==> src/rtl/sha256_msg_padder.sv <==
// sha256_msg_padder: pads a word-streamed message to SHA-256 blocks and replays each block
// as 16 back-to-back words with a start pulse for the core.
module sha256_msg_padder #(
    parameter int NWORDS = 16,
    parameter int LEN_W  = 64
) (
    input  logic        clk,
    input  logic        rst,
    input  logic        msg_valid,
    output logic        msg_ready,
    input  logic [31:0] msg_word,
    input  logic [2:0]  msg_bytes,
    input  logic        msg_last,
    input  logic        core_rdy,
    output logic        blk_start,
    output logic        word_valid,
    output logic [31:0] word_out,
    output logic        blk_first,
    output logic        msg_done
);
    typedef enum logic [2:0] {FILL, PAD, LEN, WAIT, EMIT, DRAIN} state_t;
    state_t state_q, state_d;
    logic [31:0] mem_q [NWORDS];
    logic [4:0] widx_q, widx_d;
    logic [3:0] eidx_q, eidx_d;
    logic [LEN_W-1:0] bitlen_q, bitlen_d;
    logic first_q, first_d, pend80_q, pend80_d, lastblk_q, lastblk_d, lenblk_q, lenblk_d;
    logic [31:0] word_out_q, word_out_d;
    logic word_valid_q, word_valid_d, blk_start_q, blk_start_d, blk_first_q, blk_first_d;
    logic msg_done_q, msg_done_d;
    logic we, len_we, xfer, tail;
    logic [3:0] wa;
    logic [31:0] wd;
    logic [2:0] nb;
    always_ff @(posedge clk) begin
        if (rst) begin
            state_q      <= FILL;
            widx_q       <= '0;
            eidx_q       <= '0;
            bitlen_q     <= '0;
            first_q      <= 1'b1;
            pend80_q     <= 1'b0;
            lastblk_q    <= 1'b0;
            lenblk_q     <= 1'b0;
            word_out_q   <= '0;
            word_valid_q <= 1'b0;
            blk_start_q  <= 1'b0;
            blk_first_q  <= 1'b0;
            msg_done_q   <= 1'b0;
        end else begin
            state_q      <= state_d;
            widx_q       <= widx_d;
            eidx_q       <= eidx_d;
            bitlen_q     <= bitlen_d;
            first_q      <= first_d;
            pend80_q     <= pend80_d;
            lastblk_q    <= lastblk_d;
            lenblk_q     <= lenblk_d;
            word_out_q   <= word_out_d;
            word_valid_q <= word_valid_d;
            blk_start_q  <= blk_start_d;
            blk_first_q  <= blk_first_d;
            msg_done_q   <= msg_done_d;
        end
    end
    always_ff @(posedge clk) begin
        if (we) mem_q[wa] <= wd;
        if (len_we) begin
            mem_q[14] <= bitlen_q[63:32];
            mem_q[15] <= bitlen_q[31:0];
        end
    end
    assign xfer = msg_valid && state_q == FILL;
    assign nb   = msg_bytes > 3'd4 ? 3'd4 : msg_bytes;
    assign tail = msg_last && nb != 3'd4;
    assign wa   = widx_q[3:0];
    always_comb begin
        state_d   = state_q;
        widx_d    = widx_q;
        eidx_d    = eidx_q;
        bitlen_d  = bitlen_q;
        first_d   = first_q;
        pend80_d  = pend80_q;
        lastblk_d = lastblk_q;
        lenblk_d  = lenblk_q;
        we        = 1'b0;
        len_we    = 1'b0;
        wd        = msg_word;
        case (state_q)
            FILL: if (xfer) begin
                we       = 1'b1;
                widx_d   = widx_q + 5'd1;
                wd       = tail ? (msg_word & ~(32'hFFFF_FFFF >> {nb, 3'b000})) | (32'h8000_0000 >> {nb, 3'b000}) : msg_word;
                bitlen_d = bitlen_q + (tail ? LEN_W'({nb, 3'b000}) : LEN_W'(32));
                pend80_d = msg_last && !tail;
                lenblk_d = tail && widx_q == 5'd15;
                state_d  = widx_q == 5'd15 ? WAIT : (msg_last ? PAD : FILL);
            end
            PAD: begin
                wd = pend80_q ? 32'h8000_0000 : 32'h0;
                // index 14 without a pending marker means the marker already sits at 13
                if (widx_q == 5'd14 && !pend80_q) state_d = LEN;
                else begin
                    we       = 1'b1;
                    widx_d   = widx_q + 5'd1;
                    pend80_d = 1'b0;
                    state_d  = widx_q == 5'd13 ? LEN : (widx_q == 5'd15 ? WAIT : PAD);
                    lenblk_d = lenblk_q || widx_q == 5'd15;
                end
            end
            LEN: begin
                len_we    = 1'b1;
                lastblk_d = 1'b1;
                state_d   = WAIT;
            end
            WAIT: if (first_q || core_rdy) begin
                state_d = EMIT;
                eidx_d  = '0;
            end
            EMIT: begin
                eidx_d = eidx_q + 4'd1;
                if (eidx_q == 4'd15) begin
                    first_d  = 1'b0;
                    widx_d   = '0;
                    lenblk_d = 1'b0;
                    state_d  = (pend80_q || lenblk_q) ? PAD : (lastblk_q ? DRAIN : FILL);
                end
            end
            DRAIN: if (core_rdy) begin
                first_d   = 1'b1;
                bitlen_d  = '0;
                lastblk_d = 1'b0;
                state_d   = FILL;
            end
            default: state_d = FILL;
        endcase
    end
    always_comb begin
        msg_ready    = state_q == FILL;
        word_valid_d = state_q == EMIT;
        word_out_d   = state_q == EMIT ? mem_q[eidx_q] : 32'h0;
        blk_start_d  = state_q == EMIT && eidx_q == 4'd0;
        blk_first_d  = state_q == EMIT && first_q;
        msg_done_d   = state_q == DRAIN && core_rdy;
    end
    assign word_out   = word_out_q;
    assign word_valid = word_valid_q;
    assign blk_start  = blk_start_q;
    assign blk_first  = blk_first_q;
    assign msg_done   = msg_done_q;
endmodule

==> config.mk <==
export PLATFORM = sky130hd
export DESIGN_NAME = sha256_msg_padder
export DESIGN_NICKNAME = d
export VERILOG_FILES = /design/src/rtl/sha256_msg_padder.sv
export SDC_FILE = /design/constraint.sdc
export NUM_CORES = 1
export LEC_CHECK = 0
export CAP_MARGIN = 20
export CORE_MARGIN = 1.5
export CORE_UTILIZATION = 42
export CTS_CLUSTER_DIAMETER = 30
export CTS_CLUSTER_SIZE = 24
export DETAILED_ROUTE_END_ITERATION = 8
export GPL_ROUTABILITY_DRIVEN = 0
export PLACE_DENSITY_LB_ADDON = 0.2
export SYNTH_ARGS = -nofsm -noshare
export SYNTH_HDL_FRONTEND = slang
export SYNTH_SLANG_ARGS = --single-unit
==> constraint.sdc <==
create_clock -name clk -period 11.2 [get_ports clk]
set_input_delay 1.12 -clock clk [delete_from_list [all_inputs] [get_ports clk]]
set_output_delay 1.12 -clock clk [all_outputs]
set_load 0.02 [all_outputs]
## After elaboration in Yosys (flattened, before gate mapping)

Memory sizes are Yosys's and may differ from the RTL's. A register that Yosys moved wholly into a read port is not among the register bits.
Index checks and enable logic that the tools add are counted.

| storage, ports and cells | value |
|---|---|
| input bits | 40 |
| output and inout port bits | 37 |
| memories kept | 1 |
| bits in registers | 84 |
| word-level logic and storage cells | 117 |
| RAM bits | 512 |

| operators by class | value |
|---|---|
| eq/ne operators | 15 |
| shift-type cells | 2 |
| add/sub/neg operators | 3 |
| magnitude comparators | 1 |
| muxes and demuxes | 49 |
| reductions and logical operators | 30 |
| bitwise logic cells | 4 |

Memory list:

| name | words | width | read ports | clocked after Yosys merged registers in | wr ports | RTL line | RTL |
|---|---|---|---|---|---|---|---|
| mem_q | 16 | 32 | 1 | 1 | 2 | 23 | `logic [31:0] mem_q [NWORDS];` |

Operators by type and width:

| operator | count |
|---|---|
| $mux 32 | 4 |
| $mux 64 | 2 |
| $pmux 64 s2 | 1 |
| $add 64x6->64 | 1 |
| $pmux 32 s2 | 1 |
| $shr 32x6->32 const A | 2 |
| $and 32x32->32 | 1 |
| $not 32->32 | 1 |
| $or 32x32->32 | 1 |
| $reduce_or 32->1 | 1 |
| $mux 3 | 7 |
| $pmux 3 s6 | 1 |
| $mux 1 | 16 |
| $eq 5x4->1 const B | 3 |
| $mux 5 | 3 |
| $pmux 5 s3 | 1 |
| $reduce_bool 2->1 | 5 |
| $reduce_and 3->1 | 3 |
| $logic_and 1x1->1 | 8 |
| $mux 2 | 4 |
| $mux 4 | 2 |
| $pmux 1 s2 | 4 |
| $pmux 4 s2 | 1 |
| $reduce_and 4->1 | 2 |
| 20 further kinds | 29 |

## Logic depth before layout (Yosys ltp)

| depth | value |
|---|---|
| depth after elaboration | 10 |
| depth in mapped cells | 12 |
| depth with buffers taken out | 10 |

## Worst setup path before layout

OpenSTA, ideal clock, no wires.

| path | value |
|---|---|
| path type | input -> register |
| start point | in msg_valid |
| end point | mem mem_q[1][0] (enable) |
| buffers on the path | 0 |
| arrival time | 4,339 ps |
| library setup time | 501 ps |
| stages | 2 |
| slack | 6,360 ps |
| required time | 10,699 ps |
| cells stage by stage | o21ai_0 > nor4_1 |

RTL lines:

| element | RTL line | RTL |
|---|---|---|
| start, declared | 9 | `input logic msg_valid,` |
| end, declared | 23 |  |

==> impl_metrics.csv <==
group,metric,value,unit
yosys,synth_top_flop_cell,"edfxtp_1",
cells_and_area,final_cell_area,31440,um^2
sta,timing.fmax,243.3,MHz
detailed_routing,dr.pass1.iters,7,
sta,fin_crit_sh,36.69,%
sta,finalSetupTns,0,ps
worst_setup_path,critPathKind,"register to register",
place,numPortBuffers,76,
cells_and_area,final_common_cell,"edfxtp_1",
global_routing,grt_remaining_overflow,0,
clocking,cts_resized,0,
yosys,synth-edff-count,512,
floorplanning,start_util,42.59,%
detailed_routing,drt-initial-drc-count,1170,
global_routing,grt_start_max_net_pins,61,
sta,hold_violations,0,
sta,slew_headroom,28.27,%
worst_hold_path,hp-class,"register to register",
status,violations,"DRC",
cells_and_area,multi_input_area,7254,um^2
clocking,htreeDepth,4,
yosys,synth-async-reset-ratio,0,%
worst_setup_path,end_kind,"register",
sta,drv_slew,0,
global_routing,grt_pass1_vias,14720,
clocking,clk_latency,700,ps
clocking,cts.hold.buffers_added,0,
worst_hold_path,holdPathStages,2,
cells_and_area,final_cell_mix,"edfxtp_1 (512), mux4_2 (160), clkbuf_16 (135), dfxtp_1 (109), nand2_1 (84)",
floorplanning,die-area,61550,um^2
worst_setup_path,rr_startpoint,"eidx_q[0]$_SDFFE_PP0P_",
status,status,"complete, but fails checks",
clocking,clock-sinks,625,
detailed_routing,wire_per_inst,24.10,um
detailed_routing,viasPerCell,5.570,
worst_setup_path,ff2ff_setup_slack,7090,ps
cells_and_area,layout.nets,1702,
run,maxCapViolCount,0,
cells_and_area,ff_latch_area,17650,um^2
worst_setup_path,required,11760,ps
yosys,ys_types,52,
clocking,cts_buffers,131,
sta,period_needed,4110,ps
global_routing,antenna_found_initial,0,
detailed_routing,routed_wl,61040,um
worst_hold_path,hold_path_startpoint,"bitlen_q[62]$_SDFFE_PP0P_",
cells_and_area,fillers,4771,
cells_and_area,layout-drive-gt1-share,24.49,%
yosys,synth_cells,1494,
pwr,leakage,10.36,nW
sta,worst_pin_slew,1076,ps
yosys,ys_ff_latch,625,
yosys,yosysWarnings,0,
cells_and_area,num_antenna_cells,0,
worst_setup_path,path_max_fanout,46,
detailed_routing,antenna_left,0,
yosys,synth.cell_area,25230,um^2
floorplanning,ios,77,
pwr,power,6.659,mW
sta,setup_viol,0,
floorplanning,std_cell_rows,89,
yosys,ys_seq_area_share,69.90,%
yosys,synth.net_count,1545,
pwr,ir_drop,141.7,uV
worst_setup_path,arrival,4670,ps
clocking,cts_root_buffer,"clkbuf_16",
global_routing,grt.total_usage,20.69,%
sta,grt_setup_unrepaired,"no",
clocking,ctsLongestPathBuffers,3,
clocking,tritoncts,"done",
pwr,powerDensity,211.8,nW/um^2
place,placed_cell_area,26920,um^2
worst_setup_path,rr_worst_depth,5,
global_routing,grt_pass1_wl,91400,um
clocking,post_cts_buffers,0,
worst_setup_path,rr_endpoint,"word_out[24]$_SDFF_PP0_",
floorplanning,die_h,248.1,um
floorplanning,coreArea,59240,um^2
floorplanning,die_w,248.1,um
detailed_routing,via_count,14109,
worst_setup_path,worstSetupStartpointType,"register",
worst_hold_path,hold_end,"bitlen_q[62]$_SDFFE_PP0P_",
cells_and_area,area_growth,24.62,%
place,hpwlAfterDp,34390,um
yosys,syn_avg_cell_area,16.89,um^2
sta,finClkSkew,25.35,ps
clocking,clk_pin_slew_worst_paths,40,ps
detailed_routing,drcViolationCount,3,
==> final cells by class <==
cell class              instances  area share (%)
clock buffers                 165           11.32
clock inverters                77           2.992
inverters                      18          0.2149
multi-input cells             768           23.07
flip-flops and latches        625           56.12
well taps                     773           3.076
repair buffers                107           3.199
==> flip-flops by register name, summed over array words and instances, names as in the netlist <==
name / count
mem_q: 512
bitlen_q: 61
word_out: 32
widx_q: 5
eidx_q: 4
state_q: 3
blk_first: 1
blk_start: 1
first_q: 1
lastblk_q: 1
lenblk_q: 1
msg_done: 1
pend80_q: 1
word_valid: 1
==> worst max-delay path: stages (launching register included) <==
cell     delay, ps
dfxtp_4        920
buf_4          850
buf_4          880
mux4_2         610
mux4_2         470
and2_1         170
==> logic make-up (layout without fill, tap and decap cells) <==
logic type      count (synthesis)  after routing  share of synthesized area [%]
buf+inv                       101            367                          1.532
compound gates                159            159                          3.962
simple gates                  407            407                          8.648
fa+ha+maj                      11             11                         0.5752
mux                           163            163                          14.41
flops                         625            625                          69.90
xor+xnor                       28             28                         0.9719
==> through the flow <==
step	hold slack (ps)	setup slack [ps]	instances	utilization, %
after floorplan	451.9	6360	1494	-
after global placement	462.0	6515	2290	45.44
after detailed placement	471.3	6517	2290	45.44
after CTS	477.1	6889	2532	53.04
after global routing	522.4	6651	2533	53.08
final	481.4	7090	2533	53.08
==> cells in the mapped netlist, types with 5 or more instances <==
| library cell | number | area (um^2) |
|---|---|---|
| a211oi_1 | 5 | 37.54 |
| a21o_1 | 35 | 262.8 |
| a21oi_1 | 50 | 250.2 |
| and2_1 | 80 | 500.5 |
| and3_1 | 22 | 137.6 |
| and4_1 | 6 | 52.55 |
| buf_1 | 18 | 67.56 |
| buf_2 | 6 | 30.03 |
| clkbuf_1 | 59 | 221.5 |
| dfxtp_1 | 113 | 2262 |
| edfxtp_1 | 512 | 15370 |
| ha_1 | 10 | 125.1 |
| inv_1 | 18 | 67.56 |
| mux4_2 | 160 | 3603 |
| nand2_1 | 84 | 315.3 |
| nand3_1 | 39 | 195.2 |
| nand4_1 | 18 | 112.6 |
| nor2_1 | 57 | 214.0 |
| nor3_1 | 18 | 90.09 |
| nor3b_1 | 5 | 37.54 |
| nor4_1 | 22 | 137.6 |
| o21ai_0 | 36 | 180.2 |
| o31ai_1 | 10 | 75.07 |
| or3_1 | 26 | 162.7 |
| or4_1 | 9 | 67.56 |
| xnor2_1 | 24 | 210.2 |
==> worst max-delay path by stage <==
stage          slack, ps              startpoint  depth (start not counted)                   endpoint
2_1_floorplan       6360               msg_valid                          2      mem_q[1][0]$_DFFE_PP_
3_3_place_gp        6520                msg_last                         12  bitlen_q[57]$_SDFFE_PP0P_
3_5_place_dp        6520                msg_last                         12  bitlen_q[57]$_SDFFE_PP0P_
4_1_cts             6890  eidx_q[0]$_SDFFE_PP0P_                          5    word_out[24]$_SDFF_PP0_
5_1_grt             6650  eidx_q[0]$_SDFFE_PP0P_                          5    word_out[30]$_SDFF_PP0_
6_report            7090  eidx_q[0]$_SDFFE_PP0P_                          5    word_out[24]$_SDFF_PP0_
==> routing by layer <==
metal | GRT usage, % | vias to the layer above | wire length [um]
met2 | 32.39 | 478 | 29250
met3 | 5.645 | 99 | 4152
met1 | 27.47 | 7221 | 26170
met5 | 0 | - | 0
met4 | 8.363 | 0 | 1470
li1 | - | 6311 | -
==> where the power goes <==
part / leakage (nW) / switching (mW) / internal (mW)
sequential: 5.59 / 0.0109 / 2.58
combinational: 2.59 / 0.119 / 0.0720
clock: 2.18 / 1.22 / 2.66
total: 10.4 / 1.35 / 5.31
Power figures use the tool's default switching activity.
